### src/rtl/spi_burst_host.sv
// SPI host for the 68k bus: TX/RX byte FIFOs, SPI modes 0-3, LSB-first, card-detect debounce, INT2_n.
// Define SPI_CRC16_EN to add a CRC16-CCITT register at address 10 (MODE[3] selects MISO or MOSI feed).
module spi_burst_host #(
   parameter int NUM_CS      = 2,
   parameter int FIFO_DEPTH  = 16,
   parameter int CD_DEBOUNCE = 1000000
) (
   input  logic              C100M,
   input  logic              RESET,
   input  logic [23:1]       ADDR,
   input  logic              access,
   input  logic              RW,
   input  logic              ds_n,
   output logic              dtack_n,
   input  logic [15:0]       data_in,
   output logic [15:0]       data_out,
   output logic              data_oe,
   output logic              INT2_n,
   output logic [NUM_CS-1:0] SS_n,
   output logic              SCLK,
   output logic              MOSI,
   input  logic              MISO,
   input  logic              CD_n
);
   localparam int AW = $clog2(FIFO_DEPTH);
   localparam int CW = AW + 1;
   localparam int DW = $clog2(CD_DEBOUNCE + 1);
   localparam logic [CW-1:0] FULL_LVL = CW'(FIFO_DEPTH);
   localparam logic [DW-1:0] CD_LAST  = DW'(CD_DEBOUNCE - 1);

   typedef enum logic [1:0] {ST_IDLE, ST_LOAD, ST_SHIFT} state_t;

   state_t            state_q, state_d;
   logic [2:0]        wr_sync_q, wr_sync_d, rd_sync_q, rd_sync_d, cd_sync_q, cd_sync_d;
   logic [7:0]        clkdiv_q, clkdiv_d, div_lat_q, div_lat_d, div_cnt_q, div_cnt_d;
   logic [NUM_CS-1:0] slave_sel_q, slave_sel_d;
   logic [3:0]        mode_q, mode_d, edge_cnt_q, edge_cnt_d;
   logic [2:0]        intreq_q, intreq_d, intena_q, intena_d, int_set, int_clr;
   logic              card_det_q, card_det_d, rx_ovf_q, rx_ovf_d, busy_q, busy_d;
   logic              sclk_q, sclk_d, mosi_q, mosi_d;
   logic [DW-1:0]     cd_cnt_q, cd_cnt_d;
   logic [7:0]        tx_sh_q, tx_sh_d, rx_sh_q, rx_sh_d;
   logic [15:0]       data_out_q, data_out_d, rd_val;
   logic [CW-1:0]     tx_wptr_q, tx_wptr_d, tx_rptr_q, tx_rptr_d;
   logic [CW-1:0]     rx_wptr_q, rx_wptr_d, rx_rptr_q, rx_rptr_d;
   logic [CW-1:0]     tx_count, rx_count;
   logic [7:0]        tx_mem [FIFO_DEPTH];
   logic [7:0]        rx_mem [FIFO_DEPTH];
   logic [7:0]        tx_head, rx_head;
   logic              tx_push, tx_pop, rx_push, rx_pop;
   logic              tx_push_ok, tx_pop_ok, rx_push_ok, rx_pop_ok;
   logic              tx_empty, tx_full, rx_empty, rx_full;
   logic              busy, wr_stb, rd_stb, lsb, cpha, cpol, sample, cd_now;
   logic [3:0]        reg_addr;
   logic              unused_ok;
`ifdef SPI_CRC16_EN
   logic [15:0]       crc_q, crc_d;
   logic              crc_fb;
`endif

   assign tx_count = tx_wptr_q - tx_rptr_q;
   assign rx_count = rx_wptr_q - rx_rptr_q;
   assign tx_empty = (tx_count == '0);
   assign rx_empty = (rx_count == '0);
   assign tx_full  = (tx_count == FULL_LVL);
   assign rx_full  = (rx_count == FULL_LVL);
   assign tx_head  = tx_mem[tx_rptr_q[AW-1:0]];
   assign rx_head  = rx_mem[rx_rptr_q[AW-1:0]];
   assign busy     = (state_q != ST_IDLE) || !tx_empty;
   assign lsb      = mode_q[2];
   assign cpha     = mode_q[1];
   assign cpol     = mode_q[0];
   assign wr_stb   = wr_sync_q[1] & ~wr_sync_q[2];
   assign rd_stb   = rd_sync_q[1] & ~rd_sync_q[2];
   assign reg_addr = ADDR[4:1];
   assign cd_now   = ~cd_sync_q[2];

   assign dtack_n  = ~access;
   assign data_oe  = access & ~ds_n & RW;
   assign data_out = data_out_q;
   assign INT2_n   = ~|(intreq_q & intena_q);
   assign SS_n     = ~slave_sel_q;
   assign SCLK     = sclk_q;
   assign MOSI     = mosi_q;
   assign unused_ok = ^{ADDR[23:5], data_in[15:8]};

   always_comb begin
      rd_val = 16'h0000;
      case (reg_addr)
         4'd0:    rd_val = {8'h00, clkdiv_q};
         4'd1:    rd_val = 16'(slave_sel_q);
         4'd2:    rd_val = {15'd0, card_det_q};
         4'd3:    rd_val = {12'd0, rx_ovf_q, rx_empty, tx_full, busy};
         4'd4:    rd_val = rx_empty ? 16'h00FF : {8'h00, rx_head};
         4'd5:    rd_val = {13'd0, intreq_q};
         4'd6:    rd_val = {13'd0, intena_q};
         4'd7:    rd_val = {13'd0, intreq_q & intena_q};
         4'd8:    rd_val = {12'd0, mode_q};
         4'd9:    rd_val = {8'(rx_count), 8'(tx_count)};
`ifdef SPI_CRC16_EN
         4'd10:   rd_val = crc_q;
`endif
         default: rd_val = 16'h0000;
      endcase
   end

   // Bus decode, shift engine, debounce and FIFO bookkeeping all resolve here into *_d.
   always_comb begin
      state_d     = state_q;
      wr_sync_d   = {wr_sync_q[1:0], access & ~ds_n & ~RW};
      rd_sync_d   = {rd_sync_q[1:0], access & ~ds_n & RW};
      cd_sync_d   = {cd_sync_q[1:0], CD_n};
      clkdiv_d    = clkdiv_q;
      div_lat_d   = div_lat_q;
      div_cnt_d   = div_cnt_q;
      slave_sel_d = slave_sel_q;
      mode_d      = mode_q;
      edge_cnt_d  = edge_cnt_q;
      intena_d    = intena_q;
      card_det_d  = card_det_q;
      rx_ovf_d    = rx_ovf_q;
      busy_d      = busy;
      sclk_d      = sclk_q;
      mosi_d      = mosi_q;
      cd_cnt_d    = cd_cnt_q;
      tx_sh_d     = tx_sh_q;
      rx_sh_d     = rx_sh_q;
      data_out_d  = data_out_q;
      int_set     = 3'b000;
      int_clr     = 3'b000;
      tx_push     = 1'b0;
      tx_pop      = 1'b0;
      rx_push     = 1'b0;
      rx_pop      = 1'b0;
      sample      = ~edge_cnt_q[0] ^ cpha;
`ifdef SPI_CRC16_EN
      crc_d       = crc_q;
      crc_fb      = 1'b0;
`endif

      case (state_q)
         ST_IDLE: begin
            sclk_d = cpol;
            mosi_d = 1'b1;
            if (!tx_empty) state_d = ST_LOAD;
         end
         ST_LOAD: begin
            tx_pop     = 1'b1;
            tx_sh_d    = tx_head;
            mosi_d     = lsb ? tx_head[0] : tx_head[7];
            sclk_d     = cpol;
            div_cnt_d  = 8'h00;
            edge_cnt_d = 4'd0;
            div_lat_d  = clkdiv_q;
            state_d    = ST_SHIFT;
         end
         ST_SHIFT: begin
            if (div_cnt_q == div_lat_q) begin
               div_cnt_d  = 8'h00;
               sclk_d     = ~sclk_q;
               edge_cnt_d = edge_cnt_q + 4'd1;
               if (sample) begin
                  rx_sh_d = lsb ? {MISO, rx_sh_q[7:1]} : {rx_sh_q[6:0], MISO};
`ifdef SPI_CRC16_EN
                  crc_fb = crc_q[15] ^ (mode_q[3] ? mosi_q : MISO);
                  crc_d  = {crc_q[14:0], 1'b0} ^ (crc_fb ? 16'h1021 : 16'h0000);
`endif
               end else if (edge_cnt_q != 4'd15) begin
                  // CPHA=1 drives the current bit on the leading edge; CPHA=0 moves to the next bit.
                  mosi_d  = cpha ? (lsb ? tx_sh_q[0] : tx_sh_q[7])
                                 : (lsb ? tx_sh_q[1] : tx_sh_q[6]);
                  tx_sh_d = lsb ? {1'b0, tx_sh_q[7:1]} : {tx_sh_q[6:0], 1'b0};
               end
               if (edge_cnt_q == 4'd15) begin
                  rx_push = 1'b1;
                  if (tx_empty) begin
                     state_d = ST_IDLE;
                     mosi_d  = 1'b1;
                  end else begin
                     state_d = ST_LOAD;
                  end
               end
            end else begin
               div_cnt_d = div_cnt_q + 8'h01;
            end
         end
         default: state_d = ST_IDLE;
      endcase

      if (cd_now == card_det_q) begin
         cd_cnt_d = '0;
      end else if (cd_cnt_q == CD_LAST) begin
         cd_cnt_d   = '0;
         card_det_d = cd_now;
         int_set[0] = 1'b1;
      end else begin
         cd_cnt_d = cd_cnt_q + 1'b1;
      end

      if (wr_stb) begin
         case (reg_addr)
            4'd0: clkdiv_d = data_in[7:0];
            4'd1: if (!busy) slave_sel_d = data_in[NUM_CS-1:0];
            4'd4: tx_push = 1'b1;
            4'd5: int_clr = data_in[2:0];
            4'd6: intena_d = data_in[2:0];
`ifdef SPI_CRC16_EN
            4'd8: if (!busy) mode_d = data_in[3:0];
            4'd10: crc_d = 16'h0000;
`else
            4'd8: if (!busy) mode_d = {1'b0, data_in[2:0]};
`endif
            default: ;
         endcase
      end

      if (rd_stb) begin
         data_out_d = rd_val;
         if (reg_addr == 4'd4) rx_pop = 1'b1;
      end

      tx_push_ok = tx_push & ~tx_full;
      tx_pop_ok  = tx_pop & ~tx_empty;
      rx_push_ok = rx_push & ~rx_full;
      rx_pop_ok  = rx_pop & ~rx_empty;
      tx_wptr_d  = tx_wptr_q + CW'(tx_push_ok);
      tx_rptr_d  = tx_rptr_q + CW'(tx_pop_ok);
      rx_wptr_d  = rx_wptr_q + CW'(rx_push_ok);
      rx_rptr_d  = rx_rptr_q + CW'(rx_pop_ok);

      if (int_clr[2]) rx_ovf_d = 1'b0;
      if (rx_push & rx_full) begin
         rx_ovf_d   = 1'b1;
         int_set[2] = 1'b1;
      end
      if (busy_q & ~busy) int_set[1] = 1'b1;
      // A new event in the same cycle as a W1C clear keeps its bit set.
      intreq_d = (intreq_q & ~int_clr) | int_set;
   end

   always_ff @(posedge C100M or posedge RESET) begin
      if (RESET) begin
         state_q     <= ST_IDLE;
         wr_sync_q   <= 3'b000;
         rd_sync_q   <= 3'b000;
         cd_sync_q   <= 3'b111;
         clkdiv_q    <= 8'hFF;
         div_lat_q   <= 8'hFF;
         div_cnt_q   <= 8'h00;
         slave_sel_q <= '0;
         mode_q      <= 4'h0;
         edge_cnt_q  <= 4'd0;
         intreq_q    <= 3'b000;
         intena_q    <= 3'b000;
         card_det_q  <= 1'b0;
         rx_ovf_q    <= 1'b0;
         busy_q      <= 1'b0;
         sclk_q      <= 1'b0;
         mosi_q      <= 1'b1;
         cd_cnt_q    <= '0;
         tx_sh_q     <= 8'h00;
         rx_sh_q     <= 8'h00;
         data_out_q  <= 16'h0000;
         tx_wptr_q   <= '0;
         tx_rptr_q   <= '0;
         rx_wptr_q   <= '0;
         rx_rptr_q   <= '0;
`ifdef SPI_CRC16_EN
         crc_q       <= 16'h0000;
`endif
      end else begin
         state_q     <= state_d;
         wr_sync_q   <= wr_sync_d;
         rd_sync_q   <= rd_sync_d;
         cd_sync_q   <= cd_sync_d;
         clkdiv_q    <= clkdiv_d;
         div_lat_q   <= div_lat_d;
         div_cnt_q   <= div_cnt_d;
         slave_sel_q <= slave_sel_d;
         mode_q      <= mode_d;
         edge_cnt_q  <= edge_cnt_d;
         intreq_q    <= intreq_d;
         intena_q    <= intena_d;
         card_det_q  <= card_det_d;
         rx_ovf_q    <= rx_ovf_d;
         busy_q      <= busy_d;
         sclk_q      <= sclk_d;
         mosi_q      <= mosi_d;
         cd_cnt_q    <= cd_cnt_d;
         tx_sh_q     <= tx_sh_d;
         rx_sh_q     <= rx_sh_d;
         data_out_q  <= data_out_d;
         tx_wptr_q   <= tx_wptr_d;
         tx_rptr_q   <= tx_rptr_d;
         rx_wptr_q   <= rx_wptr_d;
         rx_rptr_q   <= rx_rptr_d;
`ifdef SPI_CRC16_EN
         crc_q       <= crc_d;
`endif
      end
   end

   always_ff @(posedge C100M) begin
      if (tx_push_ok) tx_mem[tx_wptr_q[AW-1:0]] <= data_in[7:0];
      if (rx_push_ok) rx_mem[rx_wptr_q[AW-1:0]] <= rx_sh_d;
   end
endmodule

### config.mk
export PLATFORM = sky130hd
export DESIGN_NAME = spi_burst_host
export DESIGN_NICKNAME = d
export VERILOG_FILES = /design/src/rtl/spi_burst_host.sv
export SDC_FILE = /design/constraint.sdc
export NUM_CORES = 1
export LEC_CHECK = 0
export CORE_MARGIN = 8
export CORE_UTILIZATION = 35
export CTS_BUF_LIST = sky130_fd_sc_hd__clkbuf_8
export DETAILED_ROUTE_END_ITERATION = 16
export GPL_TIMING_DRIVEN = 0
export MAX_ROUTING_LAYER = met4
export PLACE_DENSITY = 0.61
export SLEW_MARGIN = 10
export SYNTH_ARGS = -nofsm -noshare
export SYNTH_HDL_FRONTEND = slang
export SYNTH_SLANG_ARGS = --single-unit
### constraint.sdc
create_clock -name C100M -period 4.9 [get_ports C100M]
set_input_delay 0.735 -clock C100M [delete_from_list [all_inputs] [get_ports C100M]]
set_output_delay 0.735 -clock C100M [all_outputs]
set_load 0.01 [all_outputs]
After elaboration in Yosys (flattened, before gate mapping)

Memories as Yosys holds them, arrays and structs flattened.
Index checks and enable logic that the tools add are counted.

Memories kept: 2
Flip-flop bits (word level): 127
RAM bits: 256
Output and inout bits: 23
Word-level logic and storage cells: 167

Add/sub/neg operators: 9
Equal/unequal tests: 23
Bitwise operators: 31
Muxes and demuxes: 53
Reductions and logical operators: 24

Memories:

| memory | words | bits a word | rd ports | clocked after Yosys merged registers in | wr ports | line | RTL |
|---|---|---|---|---|---|---|---|
| rx_mem | 16    | 8           | 1        | 0                                       | 1        | 48   | `logic [7:0] rx_mem [FIFO_DEPTH];` |
| tx_mem | 16    | 8           | 1        | 0                                       | 1        | 47   | `logic [7:0] tx_mem [FIFO_DEPTH];` |

Operators with widths:

| kind                                                 | count |
|---|---|
| one-hot mux 13 bit (10 select lines)                 | 1 |
| two-way mux 8 bit                                    | 10 |
| two-way mux 20 bit                                   | 2 |
| one-hot mux 8 bit (2 select lines)                   | 2 |
| two-way mux 1 bit                                    | 28 |
| adder 20 x 1 -> 20 bit (second input constant)       | 1 |
| adder 5 x 1 -> 5 bit                                 | 4 |
| equality test 20 bit (second input constant)         | 1 |
| equality test 4 x 3 -> 1 bit (second input constant) | 4 |
| inverter 1 bit                                       | 14 |
| equality test 4 bit (second input constant)          | 3 |
| AND reduction 2 bit                                  | 6 |
| bitwise AND 1 bit                                    | 11 |
| equality test 5 bit (second input constant)          | 2 |
| zero test 5 bit                                      | 2 |
| != test 2 bit (second input constant)                | 5 |
| subtractor 5 bit                                     | 2 |
| AND reduction 3 bit                                  | 3 |
| adder 8 x 1 -> 8 bit (second input constant)         | 1 |
| equality test 4 x 2 -> 1 bit (second input constant) | 2 |
| equality test 8 bit                                  | 1 |
| one-hot mux 4 bit (2 select lines)                   | 1 |
| nonzero test 2 bit                                   | 4 |
| bitwise AND 3 bit                                    | 2 |
| other kinds (24)                                     | 28 |

Depth between registers and ports, before layout

Gate-level depths: netlist (run 1).

Depth after elaboration: 8
Gate-level depth with buffers: 14

Worst setup path before layout (run 1)

No wires, ideal clock.

Path type: register -> register
From: register tx_rptr_q[1]
To: memory tx_mem[4][0], enable pin
Path buffers: 1
Path slack: 1.482 ns
Cell stages (with the launch flop): 9
Setup time: 0.398 ns
Data required time: 4.502 ns
Arrival: 3.020 ns
Clock period less this slack: 3.418 ns
Cells stage by stage: dfrtp_1 -> buf_2 -> clkinv_1 -> fa_1 -> nand3_1 -> and3_1 -> or2_1 -> o311a_1 -> nor4b_1

Cells in the longest elaborated chain, start to end: 6

Ends and longest elaborated chain:

| what                                    | line | RTL |
|---|---|---|
| start, declared                         | 44   | `logic [CW-1:0] tx_wptr_q, tx_wptr_d, tx_rptr_q, tx_rptr_d;` |
| start signal, assigned                  | 294  | `tx_rptr_q <= tx_rptr_d;` |
| subtractor 5 bit                        | 61   | `assign tx_count = tx_wptr_q - tx_rptr_q;` |
| equality test 5 bit                     | 65   | `assign tx_full = (tx_count == FULL_LVL);` |
| inverter 1 bit                          | 222  | `tx_push_ok = tx_push & ~tx_full;` |
| bitwise AND 1 bit                       | 222  |  |
| two-way mux 1 bit                       | 304  | `if (tx_push_ok) tx_mem[tx_wptr_q[AW-1:0]] <= data_in[7:0];` |
| two-way mux 1 bit (not written as such) | 304  |  |
| end, declared                           | 47   |  |

Every way passes these cells.

Final worst setup path (run 1)

From: register rx_rptr_q[2]
To: memory rx_mem[10][5], enable pin

Cells in the longest elaborated chain, start to end: 6

Ends and longest elaborated chain:

| what                                    | line | RTL |
|---|---|---|
| start, declared                         | 45   | `logic [CW-1:0] rx_wptr_q, rx_wptr_d, rx_rptr_q, rx_rptr_d;` |
| start signal, assigned                  | 296  | `rx_rptr_q <= rx_rptr_d;` |
| subtractor 5 bit                        | 62   | `assign rx_count = rx_wptr_q - rx_rptr_q;` |
| equality test 5 bit                     | 66   | `assign rx_full = (rx_count == FULL_LVL);` |
| inverter 1 bit                          | 224  | `rx_push_ok = rx_push & ~rx_full;` |
| bitwise AND 1 bit                       | 224  |  |
| two-way mux 1 bit                       | 305  | `if (rx_push_ok) rx_mem[rx_wptr_q[AW-1:0]] <= rx_sh_d;` |
| two-way mux 1 bit (not written as such) | 305  |  |
| end, declared                           | 48   |  |

Every way passes these cells.

==> metrics.csv, run 1 <==
metric;value;unit
Final Instance Count excl. Fillers;1859;
CP Launch Type;flip-flop;
initial antenna violation count;1;
Power per Cell Area;460;nW/µm²
HP Class;flip-flop to flip-flop;
synthesized area;16300;µm²
Sink Count;380;
period utilization;0.907;
CP max stage cell;nor2_1;
DR WL/cell;19.9;µm
Worst Skew;0.0141;ns
#FFs+latches synth;380;
total gr overflow;0;
Tmin final;4.44;ns
peak supply drop;0.308;mV
Initial Util;0.353;
deepest clock path buffer count;3;
sequential area share after synthesis;0.663;
Avg Inst Size Synth;14.9;µm²
DP HPWL;25200;µm
unrepaired setup endpoints after global routing;false;
cts bufs inserted;59;
ranking of synthesized cells by area;edfxtp_1 47%, dfrtp_1 16%, mux4_2 9.1%;
initial DRC count;757;
endpoint class of the critical path;flip-flop;
Synth async-reset ratio;0.326;
Syn Inst Count;1093;
vias post-DR;9475;
largest net degree at the start of global routing;88;
sw frac;0.310;
GPL Wtd Cong;0.859;
placed cells;1749;
Fin. Hold Viols;0;
Final Util;0.404;
ys flop type;edfxtp_1;
fmax;0.225;GHz
die width;232;µm
clock power share;0.284;
critical path peak fanout;10;
nets;1274;
Root Buffer;clkbuf_8;
# setup viols final;0;
top cells by count, synth;256 x edfxtp_1, 107 x nand2_1, 104 x dfrtp_1;
Warnings, synthesis;0;
Routed WL;37100;µm
DR DRC count;0;
post-cts resize count;0;
die footprint;53800;µm²
status;finished, final reports clean;
worst path required time;5.12;ns
DIE HEIGHT;232;µm
internal power;5.93;mW
Rows;79;
Routed Antenna Nets;0;
Pre-antenna DRT Iters;5;
I/O pin count;69;
H-tree Lvls;2;
EDFF count, synth;256;
switching pwr;2.66;mW
CP peak stage delay;0.88;ns
Gate power share;0.255;
critical path class;flip-flop to flip-flop;
P_leak;6.69;nW
clk_lat worst skew;0.61;ns
most common cell in the netlist;edfxtp_1;
share of layout cells above drive strength 1;0.184;
CTS Hold Bufs;0;
cell taking the most area after synthesis;edfxtp_1;
vias in the first global route;9806;
CP arrival;4.66;ns
drt via density;5.10;
share of the synthesized area in the top cell type;0.471;
max cap viols;0;
CTS tree;built;
fillers;4299;
first-pass GRT wire length;57600;µm
register share of total power;0.462;
Core Box Area;46300;µm²
Worst-path clk slew;0.06;ns
Netlist cell types;69;
Slew Viols, Final;0;
Port Buf Inserts;37;
synthesis-to-layout area growth;14.4;%
chain of cells forming the critical path;clkbuf_1, clkbuf_1, inv_1, ha_1, o21ai_0, a21boi_0, o2111ai_1, nand4_1, nor2_1;
overall routing resource usage;0.142;
Slew @ Worst Pin;1.15;ns
post-CTS setup buffers;0;
worst rel slew slack;0.228;
Most common cell on crit path;clkbuf_1;
==> cell usage in the layout (no fill, tap or decap), types with 11 or more instances in the layout <==
| cell type | count |
|---|---|
| dfstp_2 | 20 |
| and3_1 | 11 |
| inv_1 | 48 |
| clkbuf_1 | 27 |
| ha_1 | 23 |
| dfrtp_1 | 104 |
| o21ai_0 | 29 |
| xor2_1 | 22 |
| o21ai_1 | 11 |
| nand2_1 | 107 |
| a21oi_1 | 17 |
| clkinv_1 | 20 |
| nand4_1 | 12 |
| mux2i_1 | 22 |
| xnor2_1 | 29 |
| edfxtp_1 | 256 |
| nor2_1 | 64 |
| mux4_2 | 66 |
| nand3_1 | 51 |
| clkdlybuf4s50_1 | 37 |
| buf_4 | 14 |
| nor3_1 | 16 |
| clkbuf_8 | 63 |
| mux2_2 | 28 |
==> stage by stage <==
step	hold slack [ns]	area (µm²)	power [mW]	TNS [ns]	setup WS (ns)
final	0.347	18700	8.59	0	0.457
after global placement	0.337	17500	6.15	-106.89	-1.05
after detailed placement	0.336	17600	6.23	0	0.506
after CTS	0.349	18700	8.68	0	0.486
after floorplan	0.331	16300	5.50	0	0.899
after global routing	0.357	18700	9.03	0	0.243
==> flip-flops by register name, indices dropped and copies added, names as in the netlist, 4 cells and up <==
signal,cells
clkdiv_q,8
div_cnt_q,8
cd_cnt_q,20
div_lat_q,8
edge_cnt_q,4
rx_wptr_q,5
tx_mem,128
rx_rptr_q,5
tx_sh_q,8
tx_rptr_q,5
data_out,13
rx_sh_q,8
rx_mem,128
tx_wptr_q,5
==> critical path, delay by kind of cell (launching register included) <==
family | cells | cell delay, ns
adder cells (fa/ha/maj) | 1 | 0.38
AO/OA/AOI/OAI | 3 | 0.76
flip-flops | 1 | 0.35
buffers and inverters | 3 | 1.36
AND/OR/NAND/NOR | 2 | 1.19
==> logic make-up after synthesis <==
kind of cell / share of synthesized area
buffers and inverters: 0.0214
muxes: 0.125
DFF: 0.663
and+or+nand+nor: 0.0969
AOI/OAI and AO/OA: 0.0457
xor gates and xnor gates: 0.0274
other: 0.000230
adders and majority gates: 0.0201
==> layout make-up <==
cell class / instances / area, µm² / share of cell area
Antenna cell: 1 / 2.50 / 0.000134
Buffer: 48 / 233 / 0.0125
Clock buffer: 63 / 867 / 0.0464
Clock inverter: 46 / 206 / 0.0111
Inverter: 31 / 121 / 0.00650
Multi-Input combinational cell: 636 / 5200 / 0.278
Sequential cell: 380 / 10800 / 0.579
Tap cell: 607 / 759 / 0.0407
Timing Repair Buffer: 47 / 465 / 0.0249
==> path summary, 6_finish.rpt <==
kind | from | slack [ns] | depth (start not counted) | endpoint
worst max-delay path | rx_rptr_q[2] | 0.46 | 9 | rx_mem[10][5]
worst min-delay path | rd_sync_q[0] | 0.35 | 0 | rd_sync_q[1]
worst max register to register | rx_rptr_q[2] | 0.46 | 9 | rx_mem[10][5]
worst min register to register | rd_sync_q[0] | 0.35 | 0 | rd_sync_q[1]
max in group asynchronous | RESET | 3.58 | 3 | div_lat_q[6]
min in group asynchronous | RESET | 0.49 | 2 | cd_cnt_q[14]
==> routing by layer <==
metal,GRT usage,part of all wire
met5,-,0
met4,0.0484,0.027
met3,0.0309,0.060
met2,0.225,0.48
met1,0.180,0.43
==> power groups by stage <==
| stage | Sequential, mW | Clock, mW | Combinational (mW) |
|---|---|---|---|
| 2_1_floorplan | 3.98 | 0 | 1.52 |
| 3_3_place_gp | 4.04 | 0 | 2.11 |
| 3_5_place_dp | 4.03 | 0 | 2.20 |
| 4_1_cts | 3.97 | 2.50 | 2.21 |
| 5_1_grt | 3.99 | 2.64 | 2.40 |
| 6_report | 3.97 | 2.44 | 2.19 |
Note: power is estimated with default switching activity, not from simulation.
==> run 2, diff against run 1 <==
--- a/config.mk
+++ b/config.mk
@@ -5,9 +5,11 @@
 export SDC_FILE = /design/constraint.sdc
 export NUM_CORES = 1
 export LEC_CHECK = 0
+export CORE_ASPECT_RATIO = 1.25
 export CORE_MARGIN = 8
 export CORE_UTILIZATION = 35
 export CTS_BUF_LIST = sky130_fd_sc_hd__clkbuf_8
+export CTS_CLUSTER_DIAMETER = 120
 export DETAILED_ROUTE_END_ITERATION = 16
 export GPL_TIMING_DRIVEN = 0
 export MAX_ROUTING_LAYER = met4
==> metrics.csv, run 2 (same netlist as run 1, synthesis figures left out) <==
metric;value;unit
P_leak;6.78;nW
I/O pin count;69;
placed cells;1728;
die footprint;53800;µm²
Pre-antenna DRT Iters;5;
Fin Hold WS;0.347;ns
largest net degree at the start of global routing;65;
synthesis-to-layout area growth;15.2;%
worst path required time;5.10;ns
drt via density;5.17;
fillers;4218;
Sink Count;380;
period utilization;0.893;
initial antenna violation count;0;
Rows;88;
DIE HEIGHT;257;µm
Slew Viols, Final;0;
switching pwr;2.71;mW
GPL Wtd Cong;0.851;
Hold Path Cell Cnt;0;
worst rel slew slack;0.285;
Top Layer Used;met4;
Power per Cell Area;470;nW/µm²
Worst-path clk slew;0.06;ns
fmax;0.228;GHz
DR WL/cell;20.3;µm
initial DRC count;566;
Gate power share;0.247;
Port Buf Inserts;37;
WL met3;1910;µm
peak supply drop;0.287;mV
critical path peak fanout;10;
share of layout cells above drive strength 1;0.194;
status;finished, final reports clean;
antenna fix cells;0;
commonest non-fill, non-tap cell in the layout;edfxtp_1;
Routed WL;37500;µm
critical path class;flip-flop to flip-flop;
DRT met1 WL;16100;µm
post-cts resize count;0;
cts bufs inserted;66;
Core Box Area;46100;µm²
Met2 Wirelength;18500;µm
die width;209;µm
CTS Hold Bufs;0;
sw frac;0.307;
vias in the first global route;9929;
Tmin final;4.38;ns
first-pass GRT wire length;58500;µm
endpoint class of the critical path;flip-flop;
Slew @ Worst Pin;1.07;ns
Final Util;0.407;
DP HPWL;25500;µm
total gr overflow;0;
nets;1282;
max cap viols;0;
register share of total power;0.448;
Fin. Hold Viols;0;
commonest non-fill, non-tap cells in the layout;256 x edfxtp_1, 107 x nand2_1, 104 x dfrtp_1;
post-CTS setup buffers;0;
placed inst area;17600;µm²
Initial Util;0.354;
HP Class;flip-flop to flip-flop;
vias post-DR;9535;
DR DRC count;0;
CP arrival;4.57;ns
overall routing resource usage;0.144;
internal power;6.13;mW
Root Buffer;clkbuf_8;
Worst Skew;0.0233;ns
unrepaired setup endpoints after global routing;false;
H-tree Lvls;3;
# setup viols final;0;
Final Instance Count excl. Fillers;1845;
clock power share;0.305;
Routed Antenna Nets;0;
Final Instance Area;18800;µm²
CTS tree;built;
deepest clock path buffer count;3;
worst r2r path cells;9;
CP Launch Type;flip-flop;
clk_lat worst skew;0.59;ns
## run 2: worst paths after layout
kind                            slack [ns]          from           end
worst max-delay path                  0.52  rx_rptr_q[2]  rx_mem[7][5]
worst min-delay path                  0.35  wr_sync_q[0]  wr_sync_q[1]
worst max register to register        0.52  rx_rptr_q[2]  rx_mem[7][5]
worst min register to register        0.35  wr_sync_q[0]  wr_sync_q[1]
max in group asynchronous             3.49         RESET   clkdiv_q[6]
min in group asynchronous             0.62         RESET  tx_rptr_q[1]
## run 2: routing by layer
metal,track usage,vias to the layer above
met5,-,-
met4,0.0515,0
met3,0.0285,74
met2,0.236,254
met1,0.178,4853
li1,-,4354
## run 2: layout make-up
type                            count  area (µm²)  area share
Tap cell                          585         732      0.0389
Buffer                             48         233      0.0124
Clock buffer                       74        1020      0.0542
Timing Repair Buffer               48         473      0.0252
Inverter                           31         121     0.00646
Sequential cell                   380       10800       0.575
Multi-Input combinational cell    636        5200       0.277
Clock inverter                     43         203      0.0108
## run 2: worst max-delay path, cell delays in order, from the launching register on
cell and delay [ns]:
dfrtp_1 0.34, clkbuf_1 0.53, clkbuf_1 0.50, inv_1 0.25, ha_1 0.37, o21ai_0 0.10
a21boi_0 0.18, o2111ai_1 0.55, nand4_1 0.31, nor2_1 0.84
## run 2: metrics by stage
| stage | setup WS (ns) | total power [mW] | TNS (ns) |
|---|---|---|---|
| final | 0.523 | 8.84 | 0 |
| after global routing | 0.143 | 9.31 | 0 |
| after floorplan | 0.899 | 5.50 | 0 |
| after CTS | 0.502 | 8.94 | 0 |
| after detailed placement | 0.514 | 6.22 | 0 |
| after global placement | -1.19 | 6.14 | -123.04 |
## run 2: power groups by stage
stage                     logic [mW]  clock network (mW)  registers [mW]
after floorplan                 1.52                   0            3.98
after global placement          2.10                   0            4.04
after detailed placement        2.19                   0            4.03
after CTS                       2.20                2.77            3.97
after global routing            2.39                2.92            3.99
final                           2.18                2.70            3.97
